### src/rtl/synth_pkg.sv
// synth_pkg: shared command-word layout, reserved words and issuer state encoding
package synth_pkg;
    localparam int CMD_BIT  = 15;
    localparam int MIDI_MSB = 14;
    localparam int MIDI_LSB = 8;
    localparam int VEL_MSB  = 7;
    localparam logic [15:0] STOP_ALL_WORD     = 16'h0000;
    localparam logic [15:0] IDLE_WORD_DEFAULT = 16'h7F00;
    localparam logic [6:0]  MIDI_FREE         = 7'h7F;
    typedef enum logic [1:0] {ST_IDLE, ST_ISSUE, ST_GAP} issuer_state_t;
endpackage

### src/rtl/synth_cmd_fifo.sv
// synth_cmd_fifo: synchronous FIFO with push/pop/flush, occupancy count and full/empty flags
module synth_cmd_fifo #(
    parameter int DEPTH = 8,
    parameter int W     = 16
) (
    input  logic                   clk,
    input  logic                   rst_n,
    input  logic                   i_push,
    input  logic                   i_pop,
    input  logic                   i_flush,
    input  logic [W-1:0]           i_wdata,
    output logic [W-1:0]           o_head,
    output logic [$clog2(DEPTH):0] o_count,
    output logic                   o_full,
    output logic                   o_empty
);
    localparam int AW = $clog2(DEPTH);
    logic [W-1:0]  r_mem [DEPTH];
    logic [AW-1:0] r_wptr, r_rptr;
    logic [AW:0]   r_count;
    logic          w_push, w_pop;

    assign o_full  = (r_count == (AW+1)'(DEPTH));
    assign o_empty = (r_count == '0);
    assign o_count = r_count;
    assign o_head  = r_mem[r_rptr];
    // A push while full is rejected even if a pop frees a slot in the same cycle
    assign w_push  = i_push && !o_full && !i_flush;
    assign w_pop   = i_pop && !o_empty && !i_flush;

    always_ff @(posedge clk)
        if (w_push) r_mem[r_wptr] <= i_wdata;

    always_ff @(posedge clk or negedge rst_n) begin
        if (!rst_n) begin
            r_wptr  <= '0;
            r_rptr  <= '0;
            r_count <= '0;
        end else if (i_flush) begin
            r_wptr  <= '0;
            r_rptr  <= '0;
            r_count <= '0;
        end else begin
            if (w_push) r_wptr <= r_wptr + AW'(1);
            if (w_pop)  r_rptr <= r_rptr + AW'(1);
            r_count <= r_count + (AW+1)'(w_push) - (AW+1)'(w_pop);
        end
    end
endmodule

### src/rtl/synth_cmd_issuer.sv
// synth_cmd_issuer: buffers host note commands and issues each for one cycle followed by idle filler words
module synth_cmd_issuer
    import synth_pkg::*;
#(
    parameter int          DEPTH      = 8,
    parameter int          GAP_CYCLES = 2,
    parameter logic [15:0] IDLE_WORD  = IDLE_WORD_DEFAULT
) (
    input  logic                   clk,
    input  logic                   rst_n,
    input  logic                   i_wr,
    input  logic [15:0]            i_wdata,
    output logic                   o_ready,
    input  logic                   i_flush,
    input  logic                   i_pause,
    output logic [15:0]            o_data,
    output logic                   o_issue,
    output logic [$clog2(DEPTH):0] o_level,
    output logic                   o_drop
);
    localparam int GW = $clog2(GAP_CYCLES + 1);
    localparam logic [GW-1:0] GAP_LAST = GW'(GAP_CYCLES - 1);

    issuer_state_t r_state;
    logic [GW-1:0] r_gap;
    logic [15:0]   w_head;
    logic          w_full, w_empty, w_can_issue, w_pop;

    synth_cmd_fifo #(.DEPTH(DEPTH), .W(16)) u_fifo (
        .clk     (clk),
        .rst_n   (rst_n),
        .i_push  (i_wr),
        .i_pop   (w_pop),
        .i_flush (i_flush),
        .i_wdata (i_wdata),
        .o_head  (w_head),
        .o_count (o_level),
        .o_full  (w_full),
        .o_empty (w_empty)
    );

    assign o_ready     = !w_full;
    assign w_can_issue = !w_empty && !i_pause && !i_flush;
    assign w_pop       = w_can_issue && (r_state == ST_IDLE || (r_state == ST_GAP && r_gap == '0));

    always_ff @(posedge clk or negedge rst_n) begin
        if (!rst_n) begin
            r_state <= ST_IDLE;
            r_gap   <= '0;
            o_data  <= IDLE_WORD;
            o_issue <= 1'b0;
            o_drop  <= 1'b0;
        end else begin
            o_drop <= i_wr && w_full && !i_flush;
            if (w_pop) begin
                o_data  <= w_head;
                o_issue <= 1'b1;
                r_state <= ST_ISSUE;
            end else begin
                o_data  <= IDLE_WORD;
                o_issue <= 1'b0;
                case (r_state)
                    ST_ISSUE: begin
                        r_gap   <= GAP_LAST;
                        r_state <= ST_GAP;
                    end
                    ST_GAP:
                        if (r_gap != '0) r_gap <= r_gap - GW'(1);
                        else r_state <= ST_IDLE;
                    default: r_state <= ST_IDLE;
                endcase
            end
        end
    end
endmodule
### config.mk
export PLATFORM = sky130hd
export DESIGN_NAME = synth_cmd_issuer
export DESIGN_NICKNAME = d
export VERILOG_FILES = /design/src/rtl/synth_pkg.sv /design/src/rtl/synth_cmd_fifo.sv /design/src/rtl/synth_cmd_issuer.sv
export SDC_FILE = /design/constraint.sdc
export NUM_CORES = 1
export LEC_CHECK = 0
export CORE_ASPECT_RATIO = 1.5
export CORE_MARGIN = 2
export CORE_UTILIZATION = 40
export CTS_BUF_LIST = sky130_fd_sc_hd__clkbuf_8
export DETAILED_ROUTE_END_ITERATION = 7
export GPL_TIMING_DRIVEN = 1
export PLACE_DENSITY = 0.6
export SYNTH_ARGS = -nofsm -noshare
export SYNTH_HDL_FRONTEND = slang
export SYNTH_HIERARCHICAL = 1
export SYNTH_SLANG_ARGS = --single-unit
### constraint.sdc
create_clock -name clk -period 2.8 [get_ports clk]
set_input_delay 0.56 -clock clk [delete_from_list [all_inputs] [get_ports clk]]
set_output_delay 0.56 -clock clk [all_outputs]
set_load 0.01 [all_outputs]
==> results of run 1 <==
-- flip-flops by register name (all words and copies together) (netlist names) --
signal,cells
o_data,16
u_fifo/o_count,4
u_fifo/r_wptr,3
r_state,2
u_fifo/r_mem,128
r_gap,2
o_issue,1
o_drop,1
u_fifo/r_rptr,3
-- report_power, final --
| part | internal (mW) | leakage [nW] | switching [mW] |
|---|---|---|---|
| clock network | 0.819 | 0.204 | 0.889 |
| logic | 0.387 | 0.939 | 0.353 |
| registers | 2.69 | 1.57 | 0.0655 |
-- synth_stat cells --
master / n
a31o_2: 1
clkbuf_2: 1
mux4_2: 6
or2_4: 1
and2_1: 9
nand3_1: 2
buf_2: 2
edfxtp_1: 128
o32ai_1: 1
or3b_1: 1
buf_6: 5
o21ai_0: 6
or2b_1: 1
clkbuf_1: 5
inv_2: 1
nor2b_1: 6
a221oi_1: 1
nand2b_1: 5
a21oi_1: 6
mux4_1: 26
o211a_1: 1
nand2_1: 7
nor3b_1: 1
mux2i_1: 2
dfrtp_1: 25
inv_1: 12
mux2_2: 17
or4_1: 1
dfstp_2: 7
nand4b_1: 1
or3_1: 11
xnor2_1: 1
nor3_1: 3
fa_1: 1
ha_1: 12
nor2_1: 12
-- layer usage --
metal / up-vias / share of wire
li1: 1458 / -
met1: 1662 / 0.39
met2: 53 / 0.55
met3: 22 / 0.032
met4: 0 / 0.021
met5: - / 0
-- worst register-to-register path, delay by kind of cell (launching register included) --
family                   cells  cell delay (ns)
buffers and inverters        3             0.17
AND/OR/NAND/NOR              6             1.12
adder cells (fa/ha/maj)      4             0.90
flip-flops                   1             0.37
-- worst max-delay path by stage --
| stage | endpoint | slack, ns | cells past startpoint |
|---|---|---|---|
| final | u_fifo/o_count[1] | 0.13 | 13 |
| after global routing | u_fifo/o_count[1] | -0.009 | 13 |
| after CTS | o_ready | 0.02 | 6 |
| after detailed placement | u_fifo/o_count[1] | -0.30 | 11 |
| after global placement | u_fifo/o_count[1] | -0.30 | 11 |
| after floorplan | u_fifo/o_count[1] | -0.22 | 15 |
-- area by class of cell --
cell class / count / area (µm²) / area share
Clock inverter: 15 / 167.7 / 0.02160
Inverter: 13 / 48.80 / 0.006286
Clock buffer: 17 / 234.0 / 0.03014
Multi-Input combinational cell: 142 / 1717 / 0.2211
Tap cell: 203 / 254.0 / 0.03272
Timing Repair Buffer: 73 / 688.2 / 0.08865
Sequential cell: 160 / 4653 / 0.5995
-- kinds of logic after synthesis --
logic type	count (synthesis)	synth area share
XOR/XNOR	1	0.001361
adder cells (fa/ha/maj)	13	0.02644
flip-flops	160	0.7230
AO/OA/AOI/OAI	16	0.01497
multiplexers	51	0.1600
buffers and inverters	26	0.02158
AND/OR/NAND/NOR	61	0.05269
-- per-stage QoR --
stage | power [mW] | std cells
2_1_floorplan | 3.178 | 328
3_3_place_gp | 3.495 | 587
3_5_place_dp | 3.517 | 587
4_1_cts | 5.232 | 619
5_1_grt | 5.433 | 623
6_report | 5.202 | 623
-- timing repair --
item,4_1_cts,5_1_grt
endpoints found under the setup margin,0,4
gates resized for setup,0,7
buffers inserted,0,4
==> run_results.csv, run 1 <==
group,metric,value,unit
die,core_area,15700,µm²
grt,first_global_vias,3403,
routing,drt-initial-drc-count,128,
grt,grt_usage,0.1539,
power,vdd_drop_max,0.3053,mV
clock_tree,cts.sinks,160,
timing,max_freq,374.2,MHz
clock_tree,clkTransAtPathRegs,0.09,ns
die,fp.dieW,107.6,µm
timing,finalCriticalPeriod,2.673,ns
die,fp-row-count,56,
synthesis,syn-num-nets,362,
power,power.density,670.2,nW/µm²
timing,report.final.slew_viol_count,0,
grt,busiest_layer,"met2",
routing,drtAntennaViolNets,0,
synthesis,synth_top_area_cell,"edfxtp_1",
synthesis,ys_seq_elements,160,
place,place_area,7296,µm²
die,start_util,0.4101,
timing,layout_setup_ws,0.1273,ns
grt,use_met2,0.2713,
clock_tree,clock-root-buffer,"clkbuf_8",
timing,tns,0,ns
synthesis,yosys-top-cells-area,"edfxtp_1 (60%), mux4_1 (11%), dfrtp_1 (9.7%), mux2_2 (3.0%), dfstp_2 (2.9%)",
worst_setup_path,crit_slowest_cell,"fa_1",
timing,hold_viol,0,
worst_setup_path,cp-startpoint,"u_fifo/o_count[2]",
place,dpl.hpwl,7461,µm
synthesis,yosysSeqAreaShare,0.7230,
synthesis,ys_types,36,
grt,grt_max_degree,35,
timing,setup_viol,0,
routing,vias_per_cell,5.128,
timing,worstMarginPinSlew,1.016,ns
routing,vias,3195,
worst_setup_path,worst_path_most_repeated_cell,"inv_2",
place,dp_slack,-0.2988,ns
worst_setup_path,crit_family,"simple AND/OR/NAND/NOR gates",
worst_setup_path,worstRegToRegCells,13,
grt,use_met3,0.03725,
grt,met1_usage,0.1782,
cells_and_area,drive_gt1_frac,0.2571,
routing,routedWlPerCell,19.61,µm
cells_and_area,final_common_cell,"edfxtp_1",
cells_and_area,final_core_util,0.4946,
clock_tree,clock_path_buffers,2,
timing,skew,0.01437,ns
cells_and_area,fin_area,7762,µm²
cells_and_area,syn2layout_area_growth,20.61,%
clock_tree,h-tree-depth,4,
clock_tree,cts_hold_repair.buffers,0,
worst_setup_path,reg2reg_slack,0.13,ns
synthesis,yosysTopAreaCellShare,0.5972,
synthesis,yosys_warnings,6,
worst_setup_path,critical_path_buf_inv_count,3,
worst_setup_path,critPathMaxStageDelay,0.40,ns
timing,max_slew_margin,0.3226,
timing,hold_ws,0.1917,ns
worst_setup_path,start_kind,"register",
worst_setup_path,arrival,3.01,ns
place,portBuffers,43,
place,globalplace.congestion,0.7095,
routing,first_pass_iters,4,
worst_setup_path,critPathKind,"register to register",
synthesis,synthesis.area,6436,µm²
cells_and_area,n_fill_cell,1327,
synthesis,synthesis.instances,328,
clock_tree,cts_tree,"yes",
die,fp.dieH,159.4,µm
worst_setup_path,critical_path.endpoint_type,"register",
grt,gr-total-overflow,0,
grt,grt_pass1_wl,19220,µm
routing,routed_wirelength,12220,µm
clock_tree,clk_latency,0.44,ns
cells_and_area,mostFrequentLayoutCells,"edfxtp_1 (128), clkdlybuf4s50_1 (42), buf_4 (27)",
grt,antenna_found_initial,0,
worst_setup_path,crit-reg2reg-capture,"u_fifo/o_count[1]",
worst_setup_path,r2r-start,"u_fifo/o_count[2]",
min_path,hold_class,"input port to asynchronous set/reset pin",
worst_setup_path,path_cells,"inv_2, ha_2, nor3b_4, or3_4, or2_4, inv_2, nor2b_4, nor2b_4, ha_4, inv_2, ha_4, fa_1, nor2b_1",
die,dieArea,17140,µm²
routing,drcViolationCount,0,
worst_setup_path,cp_data_required_time,3.13,ns
run,max_cap_viol_count,0,
clock_tree,cts_buffers,17,
cells_and_area,nets,441,
synthesis,synth.avg_cell_area,19.62,µm²
die,io_pins,44,
timing,period_share,0.9545,
cells_and_area,diodes,0,
status,outcome,"finished clean",
power,power.leakage,2.710,nW
worst_setup_path,crit_fanout,3,
(Power assumes the default switching activity.)
==> inputs of run 2 (changes only) <==
Settings changed: SETUP_SLACK_MARGIN from default to 0.2, TNS_END_PERCENT from default to 50.
==> run 2 against run 1 <==
  * Fmax fell by 2.1%
  * Global-route usage rose by 0.66 points
  * Sequential cell count did not move
  * Clock power barely moved
  * Sequential power barely moved
  * Core utilization rose by 0.35 points
  * Cell count rose by 0.64%
  * First-iteration DRC count rose by 40%
  * Final area rose by 0.71%
  * Combinational power rose by 11%
  * Wire length rose by 4.5%
  * Highest routed layer unchanged
==> run_results.csv, run 2 (same netlist as run 1, synthesis figures left out) <==
group,metric,value,unit
status,outcome,"finished clean",
die,fp.dieH,159.4,µm
cells_and_area,multi_input_area,1755,µm²
grt,antenna_found_initial,0,
timing,period_share,0.9748,
routing,drt-initial-drc-count,179,
cells_and_area,regArea,4653,µm²
cells_and_area,regMostFlops,"u_fifo/r_mem",
worst_setup_path,worstRegToRegCells,13,
worst_setup_path,critPathMaxStageDelay,0.42,ns
worst_setup_path,path_cells,"inv_2, ha_4, nor3b_4, or3_4, or2_4, inv_2, nor2b_4, nor2b_4, ha_4, inv_4, ha_4, fa_1, nor2b_1",
run,max_cap_viol_count,0,
grt,grt_pass1_wl,19960,µm
routing,vias_per_cell,5.231,
timing,report.final.slew_viol_count,0,
cells_and_area,mostFrequentLayoutCells,"edfxtp_1 (128), clkdlybuf4s50_1 (41), buf_4 (33)",
worst_setup_path,crit_fanout,2,
clock_tree,clk_latency,0.44,ns
grt,gr-total-overflow,0,
worst_setup_path,start_kind,"register",
clock_tree,clock-root-buffer,"clkbuf_8",
die,fp-row-count,56,
worst_setup_path,arrival,3.07,ns
cells_and_area,n_fill_cell,1315,
die,core_area,15700,µm²
clock_tree,clock_path_buffers,2,
cells_and_area,diodes,0,
worst_setup_path,critPathKind,"register to register",
routing,drcViolationCount,0,
timing,max_freq,366.4,MHz
die,dieArea,17140,µm²
cells_and_area,nets,445,
worst_setup_path,critical_path.endpoint_type,"register",
routing,first_pass_iters,4,
place,globalplace.congestion,0.7513,
routing,routed_wirelength,12760,µm
cells_and_area,final_common_cell,"edfxtp_1",
timing,rsz0062_at_grt,"true",
clock_tree,cts_buffers,17,
clock_tree,cts_tree,"yes",
routing,vias,3280,
die,start_util,0.4101,
cells_and_area,fin_area,7818,µm²
routing,routedWlPerCell,20.35,µm
cells_and_area,syn2layout_area_growth,21.46,%
timing,finalCriticalPeriod,2.729,ns
place,portBuffers,43,
grt,grt_usage,0.1605,
power,p_total,5.311,mW
cells_and_area,largest_reg_flops,128,
power,power.leakage,2.727,nW
die,fp.dieW,107.6,µm
grt,grt_max_degree,35,
die,io_pins,44,
timing,skew,0.01362,ns
clock_tree,h-tree-depth,4,
cells_and_area,drive_gt1_frac,0.2783,
worst_setup_path,reg2reg_slack,0.07,ns
worst_setup_path,cp_data_required_time,3.14,ns
worst_setup_path,worst_path_most_repeated_cell,"ha_4",
clock_tree,cts_hold_repair.buffers,0,
power,vdd_drop_max,0.4086,mV
power,power.density,679.4,nW/µm²
timing,hold_viol,0,
place,place_area,7286,µm²
cells_and_area,final_core_util,0.4981,
timing,setup_viol,0,
timing,worstMarginPinSlew,0.8381,ns
timing,max_slew_margin,0.4413,
min_path,hold_class,"input port to asynchronous set/reset pin",
clock_tree,clkTransAtPathRegs,0.10,ns
routing,drtAntennaViolNets,0,
grt,first_global_vias,3597,
clock_tree,cts.sinks,160,
timing,hold_ws,0.1998,ns
worst_setup_path,crit_slowest_cell,"fa_1",
place,dpl.hpwl,7767,µm
[run 2: cell types whose count changed in the layout (fill, tap and decap cells not counted), moves of 2 or more]
cell      before  now
buf_4         27   33
buf_12         3    1
clkinv_4       0    2
inv_1         10    8
inv_4          0    2
inv_6          7    5
[run 2: path summary, 6_finish.rpt]
check,startpoint,endpoint
setup / recovery,u_fifo/o_count[3],u_fifo/o_count[1]
hold / removal,rst_n,u_fifo/o_count[2]
setup reg to reg,u_fifo/o_count[3],u_fifo/o_count[1]
hold reg to reg,r_state[1],r_state[1]
max in group asynchronous,rst_n,o_data[6]
min in group clk,r_state[1],r_state[1]
[run 2: per-stage QoR]
step	setup TNS [ns]	setup WS, ns	cells
6_report	0	0.07067	627
5_1_grt	-0.02242	-0.02242	627
4_1_cts	0	0.05135	626
3_5_place_dp	-0.7520	-0.3415	589
3_3_place_gp	-0.5915	-0.2826	589
2_1_floorplan	-0.3772	-0.2200	328
[run 2: worst max-delay path, delay by kind of cell (launching register included)]
| kind | cells | cell delay [ns] |
|---|---|---|
| AND/OR/NAND/NOR | 6 | 1.15 |
| adder cells (fa/ha/maj) | 4 | 0.90 |
| flip-flops | 1 | 0.39 |
| buffers and inverters | 3 | 0.17 |
[run 2: repair_timing]
action                                 4_1_cts  5_1_grt
setup endpoints to repair                    4        3
endpoints found under the hold margin        0        0
pin swaps                                    5        4
setup buffers                                5        1
resized for setup                           10        7
[run 2: final cells by class]
cell class | count | area share
clock inverters | 15 | 0.02241
flip-flops and latches | 160 | 0.5952
repair buffers | 77 | 0.08851
multi-input cells | 142 | 0.2246
well taps | 203 | 0.03249
inverters | 13 | 0.006882
clock buffers | 17 | 0.02993
[run 2: power by group]
part,switching [mW],internal (mW)
logic,0.398,0.425
registers,0.0600,2.69
clock network,0.913,0.825
total,1.37,3.94
[run 2: routing by layer]
layer / vias to the layer above / wire [µm] / GRT usage / part of all wire
met2: 79 / 6844 / 0.2693 / 0.54
met4: 0 / 336 / 0.07809 / 0.026
met5: - / 0 / 0 / 0
met3: 27 / 420 / 0.03397 / 0.033
met1: 1700 / 5161 / 0.1949 / 0.40
li1: 1474 / - / - / -
